[config.mk]
export PLATFORM = sky130hd
export DESIGN_NAME = cafeteira_multidose
export DESIGN_NICKNAME = d
export VERILOG_FILES = /design/src/rtl/cafeteira_multidose.sv
export SDC_FILE = /design/constraint.sdc
export NUM_CORES = 1
export LEC_CHECK = 0
export BUFFER_PORTS_ARGS = -buffer_cell sky130_fd_sc_hd__buf_4
export CAP_MARGIN = 20
export CORE_ASPECT_RATIO = 0.8
export CORE_MARGIN = 8
export CORE_UTILIZATION = 45
export DETAILED_ROUTE_END_ITERATION = 10
export PLACE_DENSITY = 0.69
export SYNTH_ARGS = -nofsm -noshare
export SYNTH_HDL_FRONTEND = slang
export SYNTH_SLANG_ARGS = --single-unit
[constraint.sdc]
create_clock -name clock -period 3 [get_ports clock]
set_input_delay 0.9 -clock clock [delete_from_list [all_inputs] [get_ports clock]]
set_output_delay 0.9 -clock clock [all_outputs]
set_load 0.03 [all_outputs]
[src/rtl/cafeteira_multidose.sv]
// rtl/cafeteira_multidose.sv - multi-dose coffee machine controller
//
// Brews 1..MAX_DOSES cups per request, re-checking water level and cup
// presence before every dose, then running pump, boiler and valve in turn.
//
// Ports:
//   clock, reset            system clock, asynchronous active-low reset
//   preparar, doses         start request and cup count (sampled on accept)
//   cancelar                abort the current request
//   medida_agua_pronto,
//   dist_agua               water-surface distance and its 1-cycle strobe
//   medida_xicara_pronto,
//   dist_xicara             cup distance and its 1-cycle strobe
//   fim_temperatura         boiler reached temperature
//   medir_agua, medir_xicara 1-cycle sensor triggers
//   bomba, ebulidor, valvula actuator enables (one-hot or idle)
//   erro_sem_agua, erro_sem_xicara, erro_ebulidor  latched error flags
//   ocupado                 request in progress (not INICIAL/ERRO)
//   pronto                  1-cycle pulse when all doses are done
//   dose_atual              doses completed in the current request
//   db_estado               state code

module cafeteira_multidose #(
  parameter int DIST_W           = 12,
  parameter int DOSE_W           = 3,
  parameter int MAX_DOSES        = 4,
  parameter int AGUA_LIMITE      = 100,
  parameter int XICARA_LIMITE    = 20,
  parameter int MEDIDA_TIMEOUT   = 50000,
  parameter int BOMBA_TICKS      = 100000,
  parameter int EBULIDOR_TIMEOUT = 500000,
  parameter int VALVULA_TICKS    = 80000
) (
  input  logic              clock,
  input  logic              reset,
  input  logic              preparar,
  input  logic [DOSE_W-1:0] doses,
  input  logic              cancelar,
  input  logic              medida_agua_pronto,
  input  logic [DIST_W-1:0] dist_agua,
  input  logic              medida_xicara_pronto,
  input  logic [DIST_W-1:0] dist_xicara,
  input  logic              fim_temperatura,
  output logic              medir_agua,
  output logic              medir_xicara,
  output logic              bomba,
  output logic              ebulidor,
  output logic              valvula,
  output logic              erro_sem_agua,
  output logic              erro_sem_xicara,
  output logic              erro_ebulidor,
  output logic              ocupado,
  output logic              pronto,
  output logic [DOSE_W-1:0] dose_atual,
  output logic [3:0]        db_estado
);

  typedef enum logic [3:0] {
    INICIAL        = 4'd0,
    PREPARA        = 4'd1,
    DISPARA_AGUA   = 4'd2,
    ESPERA_AGUA    = 4'd3,
    DISPARA_XICARA = 4'd4,
    ESPERA_XICARA  = 4'd5,
    BOMBA          = 4'd6,
    AQUECE         = 4'd7,
    VALVULA        = 4'd8,
    PROXIMA        = 4'd9,
    FIM            = 4'd10,
    ERRO           = 4'd15
  } estado_t;

  localparam int MAX_A = (MEDIDA_TIMEOUT > BOMBA_TICKS) ? MEDIDA_TIMEOUT : BOMBA_TICKS;
  localparam int MAX_B = (EBULIDOR_TIMEOUT > VALVULA_TICKS) ? EBULIDOR_TIMEOUT : VALVULA_TICKS;
  localparam int MAX_T = (MAX_A > MAX_B) ? MAX_A : MAX_B;
  localparam int TW    = $clog2(MAX_T) + 1;

  // The timer reads 0 in the first cycle of a state, so a phase lasting N
  // cycles ends when the timer shows N-1.
  localparam logic [TW-1:0] MEDIDA_LAST = TW'(MEDIDA_TIMEOUT - 1);
  localparam logic [TW-1:0] BOMBA_LAST  = TW'(BOMBA_TICKS - 1);
  localparam logic [TW-1:0] EBUL_LAST   = TW'(EBULIDOR_TIMEOUT - 1);
  localparam logic [TW-1:0] VALV_LAST   = TW'(VALVULA_TICKS - 1);

  localparam logic [DIST_W-1:0] AGUA_LIM   = DIST_W'(AGUA_LIMITE);
  localparam logic [DIST_W-1:0] XICARA_LIM = DIST_W'(XICARA_LIMITE);
  localparam logic [DOSE_W-1:0] MAX_D      = DOSE_W'(MAX_DOSES);

  estado_t           estado, estado_prox;
  logic [TW-1:0]     timer;
  logic [DOSE_W-1:0] doses_lat;
  logic [DOSE_W-1:0] dose_q;
  logic [DOSE_W-1:0] dose_inc;
  logic              erro_agua_q, erro_xicara_q, erro_ebul_q;
  logic              ocioso, aceita, cancela;
  logic              set_agua, set_xicara, set_ebul;

  assign ocioso   = (estado == INICIAL) || (estado == ERRO);
  assign aceita   = ocioso && preparar && (doses != '0) && (doses <= MAX_D);
  assign cancela  = cancelar && !ocioso;
  assign dose_inc = dose_q + DOSE_W'(1);

  always_comb begin
    estado_prox = estado;
    set_agua    = 1'b0;
    set_xicara  = 1'b0;
    set_ebul    = 1'b0;
    if (cancela) begin
      estado_prox = INICIAL;
    end else begin
      case (estado)
        INICIAL, ERRO: if (aceita) estado_prox = PREPARA;
        PREPARA:       estado_prox = DISPARA_AGUA;
        DISPARA_AGUA:  estado_prox = ESPERA_AGUA;
        ESPERA_AGUA: begin
          if (medida_agua_pronto) begin
            if (dist_agua <= AGUA_LIM) begin
              estado_prox = DISPARA_XICARA;
            end else begin
              set_agua    = 1'b1;
              estado_prox = ERRO;
            end
          end else if (timer == MEDIDA_LAST) begin
            set_agua    = 1'b1;
            estado_prox = ERRO;
          end
        end
        DISPARA_XICARA: estado_prox = ESPERA_XICARA;
        ESPERA_XICARA: begin
          if (medida_xicara_pronto) begin
            if (dist_xicara <= XICARA_LIM) begin
              estado_prox = BOMBA;
            end else begin
              set_xicara  = 1'b1;
              estado_prox = ERRO;
            end
          end else if (timer == MEDIDA_LAST) begin
            set_xicara  = 1'b1;
            estado_prox = ERRO;
          end
        end
        BOMBA: if (timer == BOMBA_LAST) estado_prox = AQUECE;
        AQUECE: begin
          if (fim_temperatura) begin
            estado_prox = VALVULA;
          end else if (timer == EBUL_LAST) begin
            set_ebul    = 1'b1;
            estado_prox = ERRO;
          end
        end
        VALVULA: if (timer == VALV_LAST) estado_prox = PROXIMA;
        PROXIMA: estado_prox = (dose_inc == doses_lat) ? FIM : DISPARA_AGUA;
        FIM:     estado_prox = INICIAL;
        default: estado_prox = INICIAL;
      endcase
    end
  end

  always_ff @(posedge clock or negedge reset) begin
    if (!reset) begin
      estado        <= INICIAL;
      timer         <= '0;
      doses_lat     <= '0;
      dose_q        <= '0;
      erro_agua_q   <= 1'b0;
      erro_xicara_q <= 1'b0;
      erro_ebul_q   <= 1'b0;
    end else begin
      estado <= estado_prox;
      // Single shared timer; idle states keep it parked at zero.
      if ((estado_prox != estado) || ocioso) begin
        timer <= '0;
      end else begin
        timer <= timer + TW'(1);
      end
      if (aceita) begin
        doses_lat     <= doses;
        dose_q        <= '0;
        erro_agua_q   <= 1'b0;
        erro_xicara_q <= 1'b0;
        erro_ebul_q   <= 1'b0;
      end else begin
        if ((estado == PROXIMA) && !cancela) dose_q <= dose_inc;
        if (set_agua)   erro_agua_q   <= 1'b1;
        if (set_xicara) erro_xicara_q <= 1'b1;
        if (set_ebul)   erro_ebul_q   <= 1'b1;
      end
    end
  end

  assign medir_agua      = (estado == DISPARA_AGUA);
  assign medir_xicara    = (estado == DISPARA_XICARA);
  assign bomba           = (estado == BOMBA);
  assign ebulidor        = (estado == AQUECE);
  assign valvula         = (estado == VALVULA);
  assign pronto          = (estado == FIM);
  assign ocupado         = !ocioso;
  assign erro_sem_agua   = erro_agua_q;
  assign erro_sem_xicara = erro_xicara_q;
  assign erro_ebulidor   = erro_ebul_q;
  assign dose_atual      = dose_q;
  assign db_estado       = estado;

endmodule

==> summary.txt <==
Layout
  – Area occupied by multi-input gates: 1454 sq um
  – Final Non-Filler Cells: 386
  – Layout cell share with drive strength beyond 1: 24.38%
  – Most common cell after layout, fill and taps aside: buf_4
  – Area grow syn2layout: 23.00%
  – Final nets: 360
  – Final std cell area, no fill: 2884 sq um
  – Most frequent cells in the layout: 56 x buf_4, 46 x nor2_1, 33 x dfrtp_1
  – Fillcell total: 470
  – FF/Latch Area: 825.8 sq um
  – ANT cells: 0

Run status
  – Outcome: finished clean

Synth
  – Synthesized area: 2345 sq um
  – Post-synthesis cell type count: 57
  – Post-Syn Area per Cell: 8.495 sq um
  – Most common flop cell mapped by yosys: dfrtp_1
  – Post-Synthesis Cells: 276
  – Yosys top cell area share: 35.22%
  – Mapped Nets: 312
  – Post-synth EDFFs: 0
  – Register area share after synthesis: 35.22%
  – Synth area leader: dfrtp_1
  – Synth async-reset ratio: 100.0%
  – Synth warn: 0
  – Top post-synthesis cells by area: dfrtp_1 35%, nor2_1 7.4%, xnor2_1 6.4%, nand2_1 4.5%, xor2_1 2.6%
  – Seq cells post-synth: 33

Global routing
  – Largest net degree at the start of global routing: 34
  – GRT Total Usage: 15.34%
  – First-pass GRT wire length: 10,010 um
  – Vias in the first global route: 2,043
  – Antenna violations before repair: 0
  – Gr ovfl total: 0

Floorplan
  – Die Wd: 96.71 um
  – # IOs: 51
  – Initial Utilization: 46.83%
  – Core area: 5007 sq um
  – Die area: 7791 sq um
  – Die H: 80.57 um
  – Std-Cell Rows: 23

Route
  – TritonRoute pass-1 iters: 4
  – Routed Wire Length: 6198 um
  – WL/cell: 16.06 um
  – Avg Vias per Cell: 5.870
  – DRT iter0 DRCs: 258
  – Post-route ant nets: 0
  – DR vias: 2,266
  – Post-route DRC: 0

STA
  – Final Setup Violations: 0
  – Slew Viols, Final: 0
  – Clock period minus worst slack: 2.879 ns
  – Final hold violation count: 0
  – Unrepaired setup endpoints after global routing: false
  – Rel. slew slack: 58.40%
  – Period utilization: 95.97%
  – Worst-margin pin slew: 0.6218 ns
  – Fin Clk Skew: 0.01109 ns
  – Setup TNS: 0 ns
  – Fmax: 347.3 MHz

Placed design
  – GPL Wtd Cong: 0.8591
  – DP HPWL: 4610 um
  – Post-DP Area: 2798 sq um
  – I/O Buffers: 50
  – Placed insts: 379

Setup path
  – Crit path max-delay family: flip-flops
  – CP endpoint kind: primary output
  – Required time worst endpoint: 2.10 ns
  – Crit-path cells: and4_1 > a21oi_1 > buf_4
  – Worst path bufs/invs: 1
  – Worst Path Class, Setup: reg -> out
  – Critical path data arrival time: 1.98 ns
  – Critical path's largest stage delay: 0.61 ns
  – CP startpoint kind: flop
  – Critical Path Slowest Stage Cell: dfrtp_1
  – Critical-path maximum fanout: 21

Clocking
  – CTS buffer count: 5
  – Clock root buffer: clkbuf_8
  – Clk slew on worst S/H paths: 0.07 ns
  – CTS tree: done
  – Maximum clock path buffer count: 2
  – Post-CTS setup buffer count: 0
  – Clock Sinks: 33
  – CTS resizes: 0
  – # hold bufs at CTS: 0
  – Latest clock arrival within the worst-skew pair: 0.29 ns
  – # H-tree levels: 2

Worst hold path
  – Hold WC Path Type: reg -> reg

Pwr
  – Pwr dens: 787.1 nW/um^2
  – VDD IR-drop max: 0.0004604 V
  – Leakage: 1.254 nW
  – Power Total: 2.270 mW

Flow run
  – Max_cap viols: 0
[cell usage after synthesis, types with 2 or more instances]
cell / n
nor2_1: 46
o21ai_1: 2
nor4b_1: 2
nor3_1: 8
dfrtp_1: 33
nor4bb_1: 2
nor4_1: 4
a21oi_1: 7
nand2b_1: 4
buf_2: 6
and4_1: 2
mux2_2: 4
or4_1: 5
nand4b_1: 2
xnor2_1: 17
nand4_1: 9
o21ai_0: 7
a211oi_1: 2
a31oi_1: 2
clkbuf_1: 9
a211o_1: 2
nand2_1: 28
o211ai_1: 2
nand3_1: 12
and2_1: 3
xor2_1: 7
ha_1: 2
and3_1: 9
or3_1: 4
a41oi_1: 2
nand4bb_1: 4
nor3b_2: 3
[layout make-up]
| type | count | area share (%) |
|---|---|---|
| Sequential cell | 33 | 28.63 |
| Tap cell | 62 | 2.690 |
| Timing Repair Buffer | 57 | 15.27 |
| Multi-Input combinational cell | 227 | 50.41 |
| Clock buffer | 7 | 2.993 |
[metal layers]
layer / GRT usage (%) / vias to the layer above / part of all wire, %
li1: - / 1106 / -
met1: 21.56 / 1062 / 49
met2: 22.47 / 89 / 43
met3: 4.113 / 9 / 7.2
met4: 4.135 / 0 / 1.1
met5: 0 / - / 0
[kinds of logic after synthesis]
family | after synthesis | synth area share, %
DFF | 33 | 35.22
xor gates and xnor gates | 24 | 8.965
muxes | 5 | 2.348
and+or+nand+nor | 156 | 37.30
AOI/OAI and AO/OA | 40 | 12.06
adders and majority gates | 2 | 1.067
buffers and inverters | 16 | 3.042
[flip-flops by register name, indices dropped and copies added, names as in the netlist]
register	cells
doses_lat	3
dose_atual	3
erro_sem_agua	1
db_estado	4
erro_sem_xicara	1
timer	20
erro_ebulidor	1
[worst paths after layout]
check                                       start                     endpoint  slack, ns  depth (start not counted)
min in group asynchronous                   reset          timer[19]$_DFF_PN0_       0.55                          1
max reg2reg                   timer[17]$_DFF_PN0_           timer[8]$_DFF_PN0_       0.36                          9
max                        db_estado[3]$_DFF_PN0_                      ocupado       0.12                          3
min reg2reg                    timer[0]$_DFF_PN0_           timer[0]$_DFF_PN0_       0.50                          1
max in group asynchronous                   reset  erro_sem_xicara$_DFFE_PN0P_       2.14                          1
min                            timer[0]$_DFF_PN0_           timer[0]$_DFF_PN0_       0.50                          1
[per-stage QoR]
stage | hold slack, ns | utilization, % | worst slack [ns]
5_1_grt | 0.5164 | 57.60 | 0.05115
4_1_cts | 0.5009 | 57.60 | 0.1701
6_report | 0.4992 | 57.60 | 0.1210
3_5_place_dp | 0.4910 | 55.87 | 0.04980
3_3_place_gp | 0.4836 | 55.87 | 0.09445
2_1_floorplan | 0.4633 | - | 0.1934
[report_power, final]
part	internal, mW	switching [mW]	total (mW)
registers	0.515	0.148	0.663
clock network	0.182	0.159	0.341
logic	0.535	0.731	1.27
total	1.23	1.04	2.27
Power figures use the tool's default switching activity.
